--- src/rtl/perf_pkg.sv ---
// Shared definitions for the performance counter bank.
// State encoding, default sizing and readout-select sizing helpers.
package perf_pkg;

    typedef enum logic {
        IDLE = 1'b0,
        CNT  = 1'b1
    } state_t;

    localparam int CNT_W_DEF   = 32;
    localparam int NUM_EVT_DEF = 4;
    localparam int SEL_W_DEF   = 4;
    localparam int CYC_IDX     = NUM_EVT_DEF;

    // The cycle counter always sits just above the last event channel.
    function automatic int cyc_idx(input int num_evt);
        return num_evt;
    endfunction

    function automatic bit sel_fits(input int sel_w, input int num_evt);
        return (2 ** sel_w) >= (num_evt + 1);
    endfunction

endpackage

--- src/rtl/perf_cnt_chan.sv ---
// One counter channel: clear, enable-gated increment, sticky overflow.
// PERF_CNT_SAT_EN selects saturate-at-max instead of wrap-to-zero.
module perf_cnt_chan #(
    parameter int CNT_W = 32
) (
    input  logic             clk,
    input  logic             rst,
    input  logic             clr,
    input  logic             en,
    input  logic             inc,
    output logic [CNT_W-1:0] cnt,
    output logic             ovf
);

    localparam logic [CNT_W-1:0] MAX = '1;

    always_ff @(posedge clk) begin
        if (!rst) begin
            cnt <= '0;
            ovf <= 1'b0;
        end else if (clr) begin
            cnt <= '0;
            ovf <= 1'b0;
        end else if (en && inc) begin
            if (cnt == MAX) begin
                ovf <= 1'b1;
`ifdef PERF_CNT_SAT_EN
                cnt <= MAX;
`else
                cnt <= '0;
`endif
            end else begin
                cnt <= cnt + CNT_W'(1);
            end
        end
    end

endmodule

--- src/rtl/perf_counter_bank.sv ---
// Cycle counter plus NUM_EVT event counters sharing one start/stop window.
// Overflow mode follows PERF_CNT_SAT_EN (saturate) or wraps by default.
module perf_counter_bank
    import perf_pkg::*;
#(
    parameter int CNT_W   = CNT_W_DEF,
    parameter int NUM_EVT = NUM_EVT_DEF,
    parameter int SEL_W   = SEL_W_DEF
) (
    input  logic               clk,
    input  logic               rst,
    input  logic               strcnt,
    input  logic               stpcnt,
    input  logic [NUM_EVT-1:0] evt,
    input  logic               rd_en,
    input  logic [SEL_W-1:0]   rd_sel,
    output logic [CNT_W-1:0]   rd_data,
    output logic               rd_valid,
    output logic [NUM_EVT:0]   ovf,
    output logic               running
);

    localparam int NCH = NUM_EVT + 1;
    localparam int CYC = cyc_idx(NUM_EVT);

    if (!sel_fits(SEL_W, NUM_EVT)) begin : g_sel_chk
        $error("SEL_W too narrow for NUM_EVT+1 channels");
    end

    state_t           state;
    state_t           state_nxt;
    logic             clr;
    logic [NCH-1:0]   inc;
    logic [CNT_W-1:0] cnt [NCH];
    logic [CNT_W-1:0] rd_mux;

    always_ff @(posedge clk) begin
        if (!rst) state <= IDLE;
        else      state <= state_nxt;
    end

    // Start is only honoured in IDLE, stop only in CNT.
    always_comb begin
        state_nxt = state;
        clr       = 1'b0;
        unique case (state)
            IDLE: begin
                if (strcnt) begin
                    state_nxt = CNT;
                    clr       = 1'b1;
                end
            end
            CNT: begin
                if (stpcnt) state_nxt = IDLE;
            end
        endcase
    end

    assign running = (state == CNT);
    assign inc     = {1'b1, evt};

    for (genvar i = 0; i < NCH; i++) begin : g_chan
        perf_cnt_chan #(
            .CNT_W (CNT_W)
        ) u_chan (
            .clk (clk),
            .rst (rst),
            .clr (clr),
            .en  (running),
            .inc (inc[i]),
            .cnt (cnt[i]),
            .ovf (ovf[i])
        );
    end

    always_comb begin
        rd_mux = '0;
        for (int i = 0; i < NCH; i++) begin
            if (rd_sel == SEL_W'(i)) rd_mux = cnt[i];
        end
        if (rd_sel == SEL_W'(CYC)) rd_mux = cnt[CYC];
    end

    always_ff @(posedge clk) begin
        if (!rst) begin
            rd_data  <= '0;
            rd_valid <= 1'b0;
        end else begin
            rd_valid <= rd_en;
            if (rd_en) rd_data <= rd_mux;
        end
    end

endmodule

--- config.mk ---
export PLATFORM = sky130hd
export DESIGN_NAME = perf_counter_bank
export DESIGN_NICKNAME = d
export VERILOG_FILES = /design/src/rtl/perf_pkg.sv /design/src/rtl/perf_cnt_chan.sv /design/src/rtl/perf_counter_bank.sv
export SDC_FILE = /design/constraint.sdc
export NUM_CORES = 1
export LEC_CHECK = 0
export ABC_AREA = 1
export ABC_CLOCK_PERIOD_IN_PS = 4500
export CAP_MARGIN = 30
export CORE_ASPECT_RATIO = 1.4
export CORE_MARGIN = 8
export CORE_UTILIZATION = 30
export CTS_BUF_LIST = sky130_fd_sc_hd__clkbuf_4 sky130_fd_sc_hd__clkbuf_8
export DETAILED_ROUTE_END_ITERATION = 12
export PLACE_DENSITY_LB_ADDON = 0.12
export SETUP_SLACK_MARGIN = 0.3
export SLEW_MARGIN = 20
export SYNTH_ARGS = -nofsm -noshare
export SYNTH_HDL_FRONTEND = slang
export SYNTH_HIERARCHICAL = 1
export SYNTH_SLANG_ARGS = --single-unit
--- constraint.sdc ---
create_clock -name clk -period 4.5 [get_ports clk]
set_input_delay 1.125 -clock clk [delete_from_list [all_inputs] [get_ports clk]]
set_output_delay 1.125 -clock clk [all_outputs]
set_load 0.05 [all_outputs]
### Word-level counts from Yosys, hierarchy flattened

Index checks and enable logic that the tools add are counted.

| word-level totals | value |
|---|---|
| register bits after elaboration | 199 |
| input bits | 13 |
| output and inout bits | 39 |
| word-level logic and storage cells | 54 |

| cells by class | value |
|---|---|
| add/sub/neg operators | 5 |
| eq/ne operators | 9 |
| mux-type cells | 14 |
| bitwise gates (word level) | 2 |
| reductions and logical operators | 11 |

Operator list:

| cell | number |
|---|---|
| two-way mux 32 bit | 10 |
| adder 32 x 1 -> 32 bit, second input constant | 5 |
| equality test 32 bit, second input constant | 5 |
| AND reduction 2 bit | 5 |
| equality test 4 x 2 -> 1 bit, second input constant | 2 |
| equality test 4 x 1 -> 1 bit, second input constant | 1 |
| equality test 4 x 3 -> 1 bit, second input constant | 1 |
| logical AND 1 bit | 4 |
| logical NOT 4 bit | 1 |
| two-way mux 1 bit | 3 |
| inverter 1 bit | 2 |
| case mux 1 bit (2 select lines) | 1 |
| OR reduction 2 bit | 1 |

### Logic depth before layout (Yosys ltp)

Gate-level depths: netlist of run 1.

| logic depth | value |
|---|---|
| depth after elaboration | 6 |
| mapped depth | 9 |
| depth with buffers taken out | 9 |

### Modules after synthesis

Netlist of run 1, hierarchy kept.

Modules (own cells, without submodules):

| module | instances | cells an instance | area an instance (µm²) | seq. area each (µm²) |
|---|---|---|---|---|
| perf_cnt_chan | 5 | 288 | 1,895.6 | 660.6 |
| perf_counter_bank | 1 | 440 | 2,738.9 | 680.7 |

### Worst setup path before layout of run 1

No wires, ideal clock.

| timing | value |
|---|---|
| path type | input port to flip-flop |
| start point | input strcnt |
| end point | register g_chan[0].u_chan.cnt[10] |
| library setup time | 0.128 ns |
| data arrival time | 2.008 ns |
| data required time | 4.372 ns |
| slack | 2.364 ns |
| stages | 6 |
| path buffers | 1 |
| path through | inv_1 > nor2_1 > nor2_1 > inv_1 > clkbuf_1 > nor2_1 |

| on the way | value |
|---|---|
| word-level cells in the longest chain between the ends | 3 |

Ends and longest elaborated chain:

| item | RTL line | source |
|---|---|---|
| start, declared | perf_counter_bank.sv:12 | `input logic strcnt,` |
| two-way mux 1 bit | perf_counter_bank.sv:48 | `if (strcnt) begin` |
| two-way mux 1 bit | perf_counter_bank.sv:46 | `unique case (state)` |
| via clr | perf_counter_bank.sv:32 | `logic clr;` |
| OR reduction 2 bit (no line) | -- |  |
| end signal, assigned | perf_cnt_chan.sv:33 | `cnt <= cnt + CNT_W'(1);` |
| end, declared | perf_cnt_chan.sv:11 | `output logic [CNT_W-1:0] cnt,` |

The timed path passes the listed nets, and every way through them passes these cells.
A chain may end at the register's enable or synchronous reset.

### Worst setup path after layout of run 1

| timing | value |
|---|---|
| start point | register rd_data[14] |
| end point | output rd_data[14] |

RTL lines:

| item | RTL line | source |
|---|---|---|
| start, declared | perf_counter_bank.sv:17 | `output logic [CNT_W-1:0] rd_data,` |
| start signal, assigned | perf_counter_bank.sv:90 | `if (rd_en) rd_data <= rd_mux;` |

No word-level cell between the ends.

==> summary.txt, run 1 <==
Timing
  – Slew Limit Fails: 0
  – Max Freq: between 0.3 and 0.4 GHz
  – # setup viols final: 0
  – RSZ-0062 raised after global routing: no
  – Clock Skews: roughly 0.024 ns
  – Tmin final: a little under 3 ns
  – Slew headroom: ~44%
  – Setup TNS: 0 ns
  – Slew @ Worst Pin: roughly 0.84 ns
  – Final period utilization: between 60 and 70%
  – Final Hold Viols: 0

Worst setup path
  – Top delay family on crit path: buffers and inverters
  – Critical-path maximum fanout: 2
  – Worst EP arrival: around 1.8 ns
  – CP max stage delay: approximately 0.86 ns
  – Crit path max-delay cell type: clkdlybuf4s50_1
  – Worst path buffer plus inverter count: 1
  – Crit end category: primary output
  – Req. time, crit path: around 3.4 ns
  – CP cell instances: clkdlybuf4s50_1
  – Critical path class: register to primary output
  – Worst Setup Start Kind: register

Logic synthesis
  – Post-synth cell types: 30
  – Syn avg cell area: approximately 6.5 µm²
  – Yosys top cell area share: roughly a third
  – Yosys warns: 6
  – Syn Inst Count: around 1.9k
  – Top cells by area, synth: dfxtp_1 33%, nand2_1 15%, nor2_1 11%
  – Synthesized flop and latch total: slightly below 200
  – Synth Cell Area: 12,200 µm²
  – Syn nets: approximately 1.9k
  – Register area share after synthesis: roughly a third
  – Largest area contributor in the netlist: dfxtp_1

Route
  – WL per Instance: roughly 18 µm
  – Via-per-instance ratio: just under 5
  – Detailed Routing Iterations Pass 1: 7
  – Routed vias: roughly 12k
  – DRC: 0
  – DRT iter0 DRCs: ~970
  – DRT antenna net count: 0
  – Routed wire length: between 40 and 50 mm

Clock tree
  – CTS clock-pin slew for the worst setup and hold paths: around 0.12 ns
  – Cts hold-fix bufs: 0
  – CTS tree: yes
  – Post-CTS setup buffers: 0
  – Num Clock Sinks: ~200
  – Htree depth: 4
  – Cts repair resizes: 0
  – Clk_lat worst skew: approximately 0.52 ns
  – CTS root buffer: clkbuf_8
  – CTS buffer count: 17
  – Max Root-Sink Buffers: 2

Final layout
  – Nets: about 1.9k
  – Most frequent cells in the layout: 500 x nand2_1, 356 x nor2_1, 250 x nand3_1
  – Area grow syn2layout: 11.1%
  – Final core occ: about 34%
  – Share of layout cells above drive strength 1: between 9 and 10%
  – N_diodes: 0
  – Leading cell type in the layout, fill and taps excluded: nand2_1
  – Fill cell count: 4,489

Power and ir drop
  – Lkg Pwr: about 4.8 nW
  – Peak VDD IR: approximately 0.00014 V
  – Pwr dens: between 200 and 250 nW/µm²
  – Total design power: approximately 3.3 mW

GRT
  – Vias in the first global route: about 11k
  – Antenna violations before repair: 1
  – Total track usage: between 10% and 20%
  – Largest net degree at the start of global routing: 47
  – First-pass GRT wire length: 67.3 mm
  – Global route overflow: 0

Floorplanning
  – Die height: between 200 and 300 µm
  – Starting Density: a little over 30%
  – I/O Pins: 52
  – CORE AREA: approximately 40,000 µm²
  – Site row count: a little under 90
  – Die area: 47,500 µm²
  – Chip width: 187 µm

Placed design
  – Placer congestion estimate: 0.922
  – Hpwl dp: 35.5 mm
  – Port bufs: 51

Status
  – Outcome: finished, final reports clean

Run
  – Max-cap viol count: 0

Min path
  – Hold Crit Class: register to register
-- power by group --
part / internal, mW / total [mW] / switching, mW
Combinational: 0.0659 / 0.252 / 0.186
Sequential: 1.77 / 1.78 / 0.00968
Clock: 0.564 / 1.29 / 0.730
Total: 2.40 / 3.33 / 0.925
-- area by class of cell --
type	instances	area, µm²	share of cell area (%)
clock buffer	17	234	1.72
timing repair buffer	66	636	4.68
sequential	199	3980	29.4
multi-input combinational	1462	7240	53.4
inverter	164	616	4.54
tap	534	668	4.92
clock inverter	15	190	1.40
-- cell families (layout without fill, tap and decap cells) --
kind of cell    Yosys count  in the layout  synth area share (%)
simple gates           1293           1293                  48.8
buf+inv                 219            262                  8.21
flops                   199            199                  32.6
xor+xnor                 80             80                  5.74
compound gates           78             78                  3.73
fa+ha+maj                 5              5                 0.512
mux                       5              5                 0.410
other cells               1              1                0.0307
-- layer usage --
layer	GRT usage [%]	vias to the layer above	wire, µm
met2	33.5	292	22200
met3	2.50	62	1770
li1	-	5971	-
met4	7.91	0	1550
met1	21.3	5512	18600
met5	0	-	0
-- Yosys cell counts, drive strengths merged --
| library cell | count |
|---|---|
| nand2 | 540 |
| nor2 | 431 |
| nand3 | 255 |
| dfxtp | 199 |
| inv | 164 |
| xor2 | 45 |
| a21oi | 40 |
| buf | 40 |
| xnor2 | 35 |
| nand4 | 32 |
| nand3b | 20 |
| o21bai | 20 |
| clkbuf | 15 |
| o21ai | 12 |
| and2 | 10 |
| a21o | 5 |
| and3 | 5 |
| ha | 5 |
| mux2i | 5 |
| conb | 1 |
| o21a | 1 |
-- sequential cells by signal, summed over array words and instances, names as in the netlist --
register / cells
g_chan.u_chan/ovf: 5
g_chan.u_chan/cnt: 160
running: 1
rd_data: 32
rd_valid: 1
-- metrics by stage --
stage / hold WS, ns / setup slack (ns) / cells / area [µm²]
after global placement: 0.442 / 1.23 / 2425 / 13100
after floorplan: 0.472 / 2.36 / 1880 / 12200
after detailed placement: 0.442 / 1.23 / 2425 / 13100
final: 0.455 / 1.54 / 2457 / 13600
after CTS: 0.459 / 1.48 / 2457 / 13600
after global routing: 0.476 / 1.48 / 2457 / 13600
-- worst paths after layout --
| check | from | end | slack (ns) | depth (start not counted) |
|---|---|---|---|---|
| max | rd_data[14]$_SDFFE_PN0P_ | rd_data[14] | 1.54 | 1 |
| min | g_chan[2].u_chan/ovf$_SDFFE_PP0P_ | g_chan[2].u_chan/ovf$_SDFFE_PP0P_ | 0.45 | 2 |
| max reg2reg | running$_SDFF_PN0_ | g_chan[3].u_chan/cnt[30]$_SDFFE_PP0P_ | 2.41 | 6 |
| min reg2reg | g_chan[2].u_chan/ovf$_SDFFE_PP0P_ | g_chan[2].u_chan/ovf$_SDFFE_PP0P_ | 0.45 | 2 |
(Power assumes the default switching activity.)
==> run 2: changes to the inputs <==
- ABC_CLOCK_PERIOD_IN_PS: 4500 -> 3100
- clock period: 4.5 -> 3.1 ns (I/O delays scaled with it)
==> run 2 against run 1 <==
Net effect: via count up 1.2%; die area unchanged; highest routed layer unchanged; cell count rose by 0.41%; critical path type unchanged; largest cell class unchanged; first-iteration DRC count down 0.83%; global-route usage rose by 0.18 points; clock skew fell by 0.0081 ns; setup slack got worse by 1.1 ns.
==> summary.txt, run 2 (synthesized netlist as in run 1, its figures left out) <==
Route
  – Routed wire length: 44.7 mm (+1.4%)
  – DRT antenna net count: 0 (unchanged)
  – Detailed Routing Iterations Pass 1: 6 (-1)
  – DRT iter0 DRCs: 960 (-0.83%)
  – Via-per-instance ratio: 4.86 (+0.83%)
  – DRC: 0 (unchanged)
  – Routed vias: 12.0k (+1.2%)
  – WL per Instance: 18.1 µm (+1.0%)

Placed design
  – Inst Count DP: 2,435 (+0.41%)
  – Port bufs: 51 (unchanged)
  – Placer congestion estimate: 0.893 (-3.2%)
  – Hpwl dp: 36.0 mm (+1.5%)

Floorplanning
  – Die height: 255 µm (unchanged)
  – CORE AREA: 40,300 µm² (unchanged)
  – Starting Density: 30.3% (unchanged)
  – I/O Pins: 52 (unchanged)
  – Chip width: 187 µm (unchanged)
  – Die area: 47,500 µm² (unchanged)
  – Site row count: 87 (unchanged)

Worst setup path
  – Critical-path maximum fanout: 2 (unchanged)
  – CP max stage delay: 0.86 ns (about the same)
  – Worst EP arrival: 1.84 ns (about the same)
  – Worst path buffer plus inverter count: 1 (unchanged)
  – Req. time, crit path: 2.32 ns (-1.06 ns)
  – CP cell instances: clkdlybuf4s50_1
  – Top delay family on crit path: buffers and inverters
  – Crit end category: primary output
  – Worst Setup Start Kind: register
  – Reg2reg setup slack: 1.27 ns (-1.14 ns)
  – Critical path class: register to primary output
  – Crit path max-delay cell type: clkdlybuf4s50_1

Timing
  – Slew headroom: 51.6% (+7.5 points)
  – Final Hold Viols: 0 (unchanged)
  – RSZ-0062 raised after global routing: no
  – # setup viols final: 0 (unchanged)
  – Clock Skews: 0.0160 ns (-0.00813 ns)
  – Tmin final: 2.61 ns
  – Slew @ Worst Pin: 0.725 ns (-0.112 ns)
  – Setup TNS: 0 ns (unchanged)
  – Slew Limit Fails: 0 (unchanged)
  – Final period utilization: a little over four fifths
  – Max Freq: between 0.3 and 0.4 GHz

Status
  – Outcome: finished, final reports clean

Clock tree
  – Cts hold-fix bufs: 0 (unchanged)
  – CTS clock-pin slew for the worst setup and hold paths: 0.11 ns (about the same)
  – CTS tree: yes
  – Num Clock Sinks: 199 (unchanged)
  – CTS buffer count: 17 (unchanged)
  – Htree depth: 4 (unchanged)
  – Post-CTS setup buffers: 0 (unchanged)
  – Cts repair resizes: 0 (unchanged)
  – CTS root buffer: clkbuf_8
  – Clk_lat worst skew: 0.53 ns (about the same)
  – Max Root-Sink Buffers: 2 (unchanged)

Final layout
  – Most frequent cells in the layout: 500 x nand2_1, 356 x nor2_1, 250 x nand3_1
  – Footprint of the multi-input gates: 7240 µm² (unchanged)
  – Register with the highest flop count: g_chan.u_chan/cnt
  – Register Area: 3980 µm² (unchanged)
  – Area grow syn2layout: 12.4%
  – Fill cell count: 4,462 (-0.60%)
  – Biggest regs: g_chan.u_chan/cnt (160), rd_data (32), g_chan.u_chan/ovf (5)
  – Share of layout cells above drive strength 1: 9.68% (+0.47 points)
  – Nets: 1,938 (+0.52%)
  – Finished Layout Cells: 2,467 (+0.41%)
  – Leading cell type in the layout, fill and taps excluded: nand2_1
  – Max reg flops: 160 (unchanged)

Power and ir drop
  – Reg power frac: 52.0% (-1.5 points)
  – Pwr dens: 362 nW/µm² (+48%)
  – Net Sw Power: 1.30 mW (+41%)
  – Logic gate share of total power: 7.7% (about the same)
  – Peak VDD IR: 0.000266 V (+93%)
  – Sw frac: 26.2% (-1.6 points)
  – Lkg Pwr: 4.84 nW (+1.6%)
  – Clk pwr share: 40.3% (+1.4 points)
  – Total internal power: 3.67 mW (+53%)

GRT
  – Total track usage: 18.6% (+0.18 points)
  – Global route overflow: 0 (unchanged)
  – First-pass GRT wire length: 67.7 mm (+0.46%)
  – Antenna violations before repair: 1 (unchanged)
  – Vias in the first global route: 11.2k (-0.54%)
  – Largest net degree at the start of global routing: 43 (-8.5%)

Run
  – Max-cap viol count: 0 (unchanged)

Min path
  – Hold Crit Class: register to register
[run 2: cell count changes in the layout (fill, tap and decap cells not counted), moves of 2 or more]
| cell | previous run | this run |
|---|---|---|
| buf_12 | 1 | 5 |
| inv_6 | 5 | 1 |
| buf_4 | 14 | 21 |
| bufinv_16 | 3 | 5 |
| inv_8 | 2 | 0 |
[run 2: worst paths after layout]
check / startpoint / to / cells after the start
max: rd_data[16]$_SDFFE_PN0P_ / rd_data[16] / 1
min: g_chan[0].u_chan/ovf$_SDFFE_PP0P_ / g_chan[0].u_chan/ovf$_SDFFE_PP0P_ / 2
max reg2reg: g_chan[3].u_chan/cnt[0]$_SDFFE_PP0P_ / g_chan[3].u_chan/cnt[9]$_SDFFE_PP0P_ / 8
min reg2reg: g_chan[0].u_chan/ovf$_SDFFE_PP0P_ / g_chan[0].u_chan/ovf$_SDFFE_PP0P_ / 2
[run 2: through the flow]
| step | instance area (µm²) | util [%] | total power [mW] | setup WS, ns | hold WS (ns) |
|---|---|---|---|---|---|
| floorplan | 12200 | - | 2.91 | 1.10 | 0.472 |
| global placement | 13300 | 32.9 | 3.03 | 0.546 | 0.440 |
| detailed placement | 13300 | 32.9 | 3.03 | 0.520 | 0.440 |
| CTS | 13700 | 34.1 | 5.05 | 0.429 | 0.456 |
| global route | 13700 | 34.1 | 5.16 | 0.389 | 0.472 |
| finish | 13700 | 34.1 | 4.97 | 0.486 | 0.451 |
[run 2: power by group through the flow]
stage | combinational [mW] | sequential [mW] | clock, mW
5_1_grt | 0.411 | 2.59 | 2.16
3_5_place_dp | 0.385 | 2.65 | 0
2_1_floorplan | 0.222 | 2.69 | 0
6_report | 0.382 | 2.59 | 2.00
4_1_cts | 0.386 | 2.59 | 2.08
3_3_place_gp | 0.386 | 2.65 | 0
[run 2: layer usage]
metal,global-route usage (%),part of all wire (%),vias up
met5,0,0,-
met4,9.84,4.2,0
met3,2.41,4.2,85
met2,33.2,50,316
met1,21.4,41,5581
li1,-,-,6002
[run 2: final cells by class]
| cell class | instances | area share [%] |
|---|---|---|
| clock inverter | 12 | 1.46 |
| antenna | 1 | 0.0182 |
| sequential | 199 | 29.0 |
| timing repair buffer | 76 | 5.52 |
| tap | 534 | 4.87 |
| inverter | 164 | 4.48 |
| clock buffer | 19 | 1.86 |
| multi-input combinational | 1462 | 52.8 |
[run 2: worst min-delay path, stage by stage (launching register included)]
cell and delay (ns):
dfxtp_1 0.32, inv_1 0.04, a21oi_1 0.05
==> run 3: changes to the inputs <==
- ABC_CLOCK_PERIOD_IN_PS: 3100 -> 2200
- clock period: 3.1 -> 2.2 ns (I/O delays scaled with it)
==> run 3 against run 2 <==
Net effect: final area is 2.6% higher; register-to-register slack worse by 0.81 ns; clock skew is 0.0051 ns higher; setup slack worse by 0.17 ns; sequential power is 41% higher; sequential cell count stayed put; routed wire length is 2.3% lower; first-iteration DRC count is 31% lower; utilization is 0.90 points higher; die area stayed put; clock power is 24% higher; critical endpoint unchanged.
==> summary.txt, run 3 (synthesized netlist as in run 1, its figures left out) <==
Run
  – Max-cap viol count: 0 (unchanged)

Final layout
  – Finished Layout Cells: 2,505 (+1.5%)
  – Most frequent cells in the layout: 500 x nand2_1, 356 x nor2_1, 250 x nand3_1
  – Leading cell type in the layout, fill and taps excluded: nand2_1
  – Share of layout cells above drive strength 1: 13.5% (+3.8 points)
  – Final instance area: 14,100 µm² (+2.6%)
  – Area grow syn2layout: 15.3%
  – Nets: 1,975 (+1.9%)
  – Biggest regs: g_chan.u_chan/cnt (160), rd_data (32), g_chan.u_chan/ovf (5)
  – Register with the highest flop count: g_chan.u_chan/cnt
  – Final core occ: 35.0% (+0.90 points)
  – Max reg flops: 160 (unchanged)

Placed design
  – Area after DPL: 13,700 µm² (+3.0%)
  – Hpwl dp: 35.5 mm (-1.4%)
  – Placer congestion estimate: 0.897 (+0.47%)
  – Port bufs: 51 (unchanged)
  – Worst slack at placement: -0.0598 ns (-0.579 ns)
  – Inst Count DP: 2,472 (+1.5%)

GRT
  – Global route overflow: 0 (unchanged)
  – Largest net degree at the start of global routing: 35 (-19%)
  – Antenna violations before repair: 1 (unchanged)
  – Vias in the first global route: 11.5k (+2.3%)
  – Total track usage: 18.4% (-0.15 points)
  – First-pass GRT wire length: 67.0 mm (-0.90%)

Worst setup path
  – Top delay family on crit path: flip-flops
  – CP max stage delay: 0.43 ns (-0.43 ns)
  – Req. time, crit path: 1.65 ns (-0.67 ns)
  – Worst EP arrival: 1.33 ns (-0.51 ns)
  – Crit end category: primary output
  – CP cell instances: clkdlybuf4s18_2
  – Critical-path maximum fanout: 2 (unchanged)
  – Crit path max-delay cell type: dfxtp_1
  – Worst path buffer plus inverter count: 1 (unchanged)
  – Worst Setup Start Kind: register
  – Critical path class: register to primary output

Clock tree
  – Max Root-Sink Buffers: 2 (unchanged)
  – Htree depth: 4 (unchanged)
  – Cts hold-fix bufs: 0 (unchanged)
  – CTS tree: yes
  – Clk_lat worst skew: 0.52 ns (about the same)
  – CTS root buffer: clkbuf_8
  – Num Clock Sinks: 199 (unchanged)
  – CTS buffer count: 17 (unchanged)
  – CTS clock-pin slew for the worst setup and hold paths: 0.11 ns (about the same)

Timing
  – Fin Hold WS: 0.459 ns (+0.00790 ns)
  – Slew @ Worst Pin: 0.681 ns (-0.0446 ns)
  – Max Freq: about 0.53 GHz
  – Slew Limit Fails: 0 (unchanged)
  – Tmin final: about 1.9 ns
  – # setup viols final: 0 (unchanged)
  – Clock Skews: 0.0212 ns (+0.00514 ns)
  – Final worst slack: 0.320 ns (-0.166 ns)
  – Final Hold Viols: 0 (unchanged)
  – Final period utilization: between 80% and 90%
  – Setup TNS: 0 ns (unchanged)
  – RSZ-0062 raised after global routing: no
  – Slew headroom: 54.6% (+3.0 points)

Floorplanning
  – CORE AREA: 40,300 µm² (unchanged)
  – Site row count: 87 (unchanged)
  – Die height: 255 µm (unchanged)
  – Starting Density: 30.3% (unchanged)
  – Chip width: 187 µm (unchanged)
  – Die area: 47,500 µm² (unchanged)
  – I/O Pins: 52 (unchanged)

Route
  – DRC: 0 (unchanged)
  – Met3 Routed Length: 1.44 mm (-23%)
  – WL per Instance: 17.4 µm (-3.8%)
  – Via-per-instance ratio: 4.74 (-2.5%)
  – DRT iter0 DRCs: 661 (-31%)
  – DRT antenna net count: 0 (unchanged)
  – Routed wire length: 43.7 mm (-2.3%)
  – Highest routed metal layer: met4
  – Detailed Routing Iterations Pass 1: 5 (-1)
  – Metal-1 WL: 18.4 mm (about the same)
  – DR WL met2: 22.1 mm (-2.3%)
  – Routed vias: 11.9k (-0.96%)

Power and ir drop
  – Total design power: 6.71 mW (+35%)
  – Peak VDD IR: 0.000272 V (+2.3%)
  – Total internal power: 4.82 mW (+32%)
  – Pwr dens: 477 nW/µm² (+32%)
  – Sw frac: 28.1% (+1.9 points)
  – Net Sw Power: 1.89 mW (+45%)
  – Lkg Pwr: 5.09 nW (+5.3%)
  – Reg power frac: 54.2% (+2.2 points)
  – Logic gate share of total power: 8.8% (+1.1 points)
  – Clk pwr share: 37.0% (-3.3 points)

Status
  – Outcome: finished, final reports clean

Min path
  – Hold Crit Class: register to register
[run 3: power groups by stage]
stage	clock, mW	sequential, mW	combinational (mW)
6_report	2.48	3.64	0.589
5_1_grt	2.70	3.64	0.636
4_1_cts	2.59	3.64	0.588
3_5_place_dp	0	3.72	0.591
3_3_place_gp	0	3.72	0.587
2_1_floorplan	0	3.79	0.313
[run 3: final cells by class]
| class | count | area, µm² |
|---|---|---|
| clock inverters | 12 | 130 |
| multi-input cells | 1462 | 7280 |
| repair buffers | 113 | 1140 |
| flip-flops and latches | 199 | 3990 |
| well taps | 534 | 668 |
| inverters | 164 | 616 |
| diodes | 1 | 2.50 |
| clock buffers | 20 | 269 |
| fillers | 4475 | 26200 |
[run 3: worst reg2reg max path: cells and delay by family (launching register included)]
family / cells / cell delay (ns)
AND/OR/NAND/NOR: 7 / 0.92
flip-flops: 1 / 0.45
adder cells (fa/ha/maj): 1 / 0.27
[run 3: repair_timing]
action / CTS / global route
buffers inserted: 0 / 0
endpoints found under the setup margin: 38 / 43
resized for setup: 124 / 16
[run 3: final timing paths]
path	startpoint	endpoint	slack (ns)	depth (start not counted)
worst max-delay path	rd_data[16]$_SDFFE_PN0P_	rd_data[16]	0.32	1
worst min-delay path	g_chan[0].u_chan/ovf$_SDFFE_PP0P_	g_chan[0].u_chan/ovf$_SDFFE_PP0P_	0.46	2
worst max register to register	g_chan[2].u_chan/cnt[0]$_SDFFE_PP0P_	g_chan[2].u_chan/cnt[21]$_SDFFE_PP0P_	0.46	8
worst min register to register	g_chan[0].u_chan/ovf$_SDFFE_PP0P_	g_chan[0].u_chan/ovf$_SDFFE_PP0P_	0.46	2
[run 3: metal layers]
metal  global-route usage (%)  up-vias
li1                         -     6077
met1                     21.5     5477
met2                     33.0      245
met3                     2.48       70
met4                     8.77        0
met5                        0        -
